===== config.mk =====
export PLATFORM = sky130hd
export DESIGN_NAME = order_decode
export DESIGN_NICKNAME = d
export VERILOG_FILES = /design/src/rtl/order_decode.sv
export SDC_FILE = /design/constraint.sdc
export NUM_CORES = 1
export LEC_CHECK = 0
export ABC_AREA = 1
export CELL_PAD_IN_SITES_DETAIL_PLACEMENT = 1
export CELL_PAD_IN_SITES_GLOBAL_PLACEMENT = 2
export CORE_MARGIN = 2
export CORE_UTILIZATION = 28
export CTS_CLUSTER_SIZE = 30
export DETAILED_ROUTE_END_ITERATION = 10
export GPL_TIMING_DRIVEN = 1
export PLACE_DENSITY_LB_ADDON = 0.1
export SYNTH_ARGS = -nofsm -noshare
export SYNTH_HDL_FRONTEND = slang
export SYNTH_SLANG_ARGS = --single-unit

===== constraint.sdc =====
create_clock -name clk -period 2.35 [get_ports clk]
set_input_delay 0.5875 -clock clk [delete_from_list [all_inputs] [get_ports clk]]
set_output_delay 0.5875 -clock clk [all_outputs]
set_load 0.1 [all_outputs]

===== src/rtl/order_decode.sv =====
// Two-beat order message parser: validates framing, side byte and end tag,
// and presents one decoded order on a valid/ready output with error strobes.
//
// state | meaning
// W0    | expecting word 0 (side, qty); always ready
// W1    | expecting word 1 (price, tag); ready only when output slot frees
// DRAIN | discarding the rest of a malformed message up to tlast
module order_decode #(
  parameter int          DATA_W  = 64,
  parameter logic [31:0] END_TAG = 32'hEEEE_EEEE,
  parameter int          CNT_W   = 16
) (
  input  logic              clk,
  input  logic              rst_n,
  input  logic [DATA_W-1:0] s_axis_tdata,
  input  logic              s_axis_tvalid,
  input  logic              s_axis_tlast,
  output logic              s_axis_tready,
  output logic              out_valid,
  input  logic              out_ready,
  output logic              out_buy,
  output logic [31:0]       out_qty,
  output logic [31:0]       out_px,
  output logic              err_valid,
  output logic [2:0]        err_code,
  output logic [CNT_W-1:0]  msg_cnt,
  output logic [CNT_W-1:0]  err_cnt
);

  typedef enum logic [1:0] {
    W0    = 2'd0,
    W1    = 2'd1,
    DRAIN = 2'd2
  } state_t;

  localparam logic [2:0] ERR_SHORT = 3'd1;
  localparam logic [2:0] ERR_SIDE  = 3'd2;
  localparam logic [2:0] ERR_LONG  = 3'd3;
  localparam logic [2:0] ERR_TAG   = 3'd4;

  localparam logic [7:0] SIDE_BUY  = 8'h42;
  localparam logic [7:0] SIDE_SELL = 8'h53;

  state_t      state, state_nxt;
  logic        beat;
  logic [7:0]  side;
  logic        side_ok;
  logic        tag_ok;
  logic        err_now;
  logic [2:0]  err_code_nxt;
  logic        load_stage;
  logic        load_out;
  logic        stg_buy;
  logic [31:0] stg_qty;

  // Word 1 may only land when the output slot is empty or being emptied this cycle.
  assign s_axis_tready = (state == W1) ? (!out_valid || out_ready) : 1'b1;
  assign beat          = s_axis_tvalid && s_axis_tready;
  assign side          = s_axis_tdata[63:56];
  assign side_ok       = (side == SIDE_BUY) || (side == SIDE_SELL);
  assign tag_ok        = (s_axis_tdata[31:0] == END_TAG);

  always_ff @(posedge clk or negedge rst_n) begin
    if (!rst_n) state <= W0;
    else        state <= state_nxt;
  end

  always_comb begin
    state_nxt    = state;
    err_now      = 1'b0;
    err_code_nxt = 3'd0;
    load_stage   = 1'b0;
    load_out     = 1'b0;
    case (state)
      W0: begin
        if (beat) begin
          if (s_axis_tlast) begin
            err_now      = 1'b1;
            err_code_nxt = ERR_SHORT;
          end else if (!side_ok) begin
            err_now      = 1'b1;
            err_code_nxt = ERR_SIDE;
            state_nxt    = DRAIN;
          end else begin
            load_stage   = 1'b1;
            state_nxt    = W1;
          end
        end
      end
      W1: begin
        if (beat) begin
          if (!s_axis_tlast) begin
            err_now      = 1'b1;
            err_code_nxt = ERR_LONG;
            state_nxt    = DRAIN;
          end else if (!tag_ok) begin
            err_now      = 1'b1;
            err_code_nxt = ERR_TAG;
            state_nxt    = W0;
          end else begin
            load_out     = 1'b1;
            state_nxt    = W0;
          end
        end
      end
      DRAIN: begin
        if (beat && s_axis_tlast) state_nxt = W0;
      end
      default: state_nxt = W0;
    endcase
  end

  always_ff @(posedge clk or negedge rst_n) begin
    if (!rst_n) begin
      stg_buy <= 1'b0;
      stg_qty <= '0;
    end else if (load_stage) begin
      stg_buy <= (side == SIDE_BUY);
      stg_qty <= s_axis_tdata[55:24];
    end
  end

  always_ff @(posedge clk or negedge rst_n) begin
    if (!rst_n) begin
      out_valid <= 1'b0;
      out_buy   <= 1'b0;
      out_qty   <= '0;
      out_px    <= '0;
    end else if (load_out) begin
      out_valid <= 1'b1;
      out_buy   <= stg_buy;
      out_qty   <= stg_qty;
      out_px    <= s_axis_tdata[63:32];
    end else if (out_ready) begin
      out_valid <= 1'b0;
    end
  end

  always_ff @(posedge clk or negedge rst_n) begin
    if (!rst_n) begin
      err_valid <= 1'b0;
      err_code  <= '0;
    end else begin
      err_valid <= err_now;
      if (err_now) err_code <= err_code_nxt;
    end
  end

  // Counters stick at all-ones rather than wrapping.
  always_ff @(posedge clk or negedge rst_n) begin
    if (!rst_n) begin
      msg_cnt <= '0;
      err_cnt <= '0;
    end else begin
      if (load_out && (msg_cnt != '1)) msg_cnt <= msg_cnt + 1'b1;
      if (err_now  && (err_cnt != '1)) err_cnt <= err_cnt + 1'b1;
    end
  end

endmodule


==> metrics, run 1 <==
final worst slack 152 ps; Avg WL per Cell 15.2 um; fin crit share 93.5%; CORE AREA 22500 um^2; cell taking the most area after synthesis dfrtp_1; Ant. Diodes 0; layout cells sized above 1 19.2%; Slew headroom 67.5%; pwr dens 684 nW/um^2; drt total wl 19.4 mm; Syn Inst Count 791; Synth Cell Area 6400 um^2; worst slew pin tran 484 ps; Num CTS Buffers 17; initial antenna violation count 0; post-DR vias/cell 4.57; RSZ-0062 raised after global routing no; first-pass GRT wire length 32.2 mm; Max Cap Violations 0; Netlist cell types 30; Syn-to-layout area delta 39.3%; Power, Total 6.10 mW; Crit Reg-Reg Startpoint msg_cnt[0]; largest net degree at the start of global routing 94; I/O Buffers 171; Max clock buf depth 2; final instance area 8910 um^2; Synth Warn # 0; post-route ant nets 0; WS Path Type in -> out; Initial DRC Count 206; Slew Viols, Final 0; WP data arrival 1610 ps; f_max 455 MHz; Synthesized Nets 862; width of the die 155 um; Initial Utilization 28.4%; Nets 1049; vias in the first global route 6342; HPWL Detailed 14.4 mm; clock sinks 137; Ports 172; crit path from out_ready; status finished, final reports clean; Overall Global Routing Usage 16.7%; final hold slack 61.8 ps; GR Overflow Total 0; sequential area share after synthesis 53.6%; post-CTS sizing 0; CTS Hold Bufs 0; clock skew 14.4 ps; detailed-route DRC error count 0; setup TNS 0 ps; hold crit path type in -> async; Critical Path Source Type input port; crit path time final 2200 ps; Die ar. 24100 um^2; clk_lat worst skew 430 ps; Data required, critical path 1760 ps; drt first pass iters 4; Mean Syn Cell Area 8.09 um^2; via count 5833; final hold vios 0; row count 55; static leakage 4.59 nW; top cell type's share of synthesized area 53.6%; crit end category primary output; DP Area 8330 um^2; H-tree depth 4; Peak VDD IR 0.376 mV; clk root buf clkbuf_16; Post-Place Worst Slack -89.4 ps; Final Wtd Congestion 0.792; Synth area leaders dfrtp_1, nand2_1, inv_1; CTS tree yes; Synth Register Bits 137; Setup Buffers After CTS 0; Worst-path clk slew 60 ps; Setup Viol. Count Final 0; Max FO, Critical Path 3; Die Y 155 um
==> synth_stat cells <==
master / count
a21oi_1: 1
buf_2: 13
buf_4: 5
buf_6: 4
clkbuf_1: 6
clkinv_1: 1
dfrtp_1: 137
ha_1: 2
inv_1: 75
inv_2: 6
nand2_1: 325
nand2_2: 4
nand3_1: 17
nand3_2: 4
nand3_4: 1
nand3b_1: 2
nand4_1: 35
nand4_2: 1
nand4_4: 1
nor2_1: 50
nor2_2: 2
nor2_4: 4
nor3_1: 6
nor3_2: 3
nor3_4: 1
o21ai_0: 33
o21ai_1: 36
o41ai_1: 1
xnor2_1: 5
xor2_1: 10
==> routing by layer <==
layer / global-route usage, % / vias up / share of wire (%)
met5: 0 / - / 0
met4: 5.02 / 0 / 1.4
met3: 3.34 / 22 / 4.4
met2: 28.8 / 132 / 48
met1: 21.2 / 2820 / 46
li1: - / 2859 / -
==> cells by family (layout without fill, tap and decap cells) <==
kind of cell             after synthesis  count (layout)  synth area share, %
AO/OA/AOI/OAI                         71              71                 5.61
XOR/XNOR                              15              15                 2.05
adder cells (fa/ha/maj)                2               2                0.391
buffers and inverters                110             310                 7.47
flip-flops                           137             137                 53.6
AND/OR/NAND/NOR                      456             456                 30.9
==> placed cells by master, fill, tap and decap left out, types with 6 or more instances in the layout <==
cell,Yosys,final
buf_12,0,7
buf_4,5,121
clkbuf_16,0,17
clkdlybuf4s50_1,0,67
dfrtp_1,137,136
inv_1,75,75
inv_2,6,6
inv_6,0,6
nand2_1,325,324
nand3_1,17,16
nand4_1,35,35
nor2_1,50,50
nor3_1,6,6
o21ai_0,33,33
o21ai_1,36,36
xor2_1,10,10
==> sequential cells by signal, summed over array words and instances (netlist names) <==
register	count
stg_buy	1
err_code	3
stg_qty	32
err_cnt	16
msg_cnt	16
err_valid	1
out_buy	1
out_qty	32
out_valid	1
state	2
out_px	32
==> critical path: stages <==
cell and delay [ps]:
clkdlybuf4s50_1 460, inv_1 40, nand2_1 150, inv_1 70, nand2_2 110, buf_12 180
==> final cells by class <==
class	instances	area, um^2
clock inverters	14	156
fillers	2702	13600
flip-flops and latches	137	3430
multi-input cells	544	2500
inverters	82	308
clock buffers	18	429
well taps	285	357
repair buffers	196	1730
==> path summary, 6_finish.rpt <==
check / cells after the start / end / slack (ps)
worst max-delay path: 6 / s_axis_tready / 150
worst min-delay path: 1 / stg_qty[23] / 60
worst max register to register: 12 / msg_cnt[7] / 360
worst min register to register: 2 / out_qty[27] / 470
max in group asynchronous: 2 / stg_qty[5] / 1570
min in group clk: 2 / out_qty[27] / 470
==> power breakdown <==
| part | switching, mW | internal [mW] |
|---|---|---|
| registers | 0.0867 | 2.43 |
| clock network | 1.17 | 1.51 |
| logic | 0.629 | 0.268 |
| total | 1.89 | 4.21 |
==> per-stage QoR <==
stage	util, %	cells
global route	39.6	1276
detailed placement	37.0	1244
global placement	37.0	1244
CTS	39.6	1276
finish	39.6	1276
floorplan	-	791
No activity file was read; power rests on OpenSTA's default activity.
==> run 2: changes to the inputs <==
--- a/config.mk
+++ b/config.mk
@@ -6,6 +6,7 @@
 export NUM_CORES = 1
 export LEC_CHECK = 0
 export ABC_AREA = 1
+export ABC_CLOCK_PERIOD_IN_PS = 2350
 export CELL_PAD_IN_SITES_DETAIL_PLACEMENT = 1
 export CELL_PAD_IN_SITES_GLOBAL_PLACEMENT = 2
 export CORE_MARGIN = 2
==> results of run 2 <==
The final DEF is identical to that of run 1; final timing and power are the same.
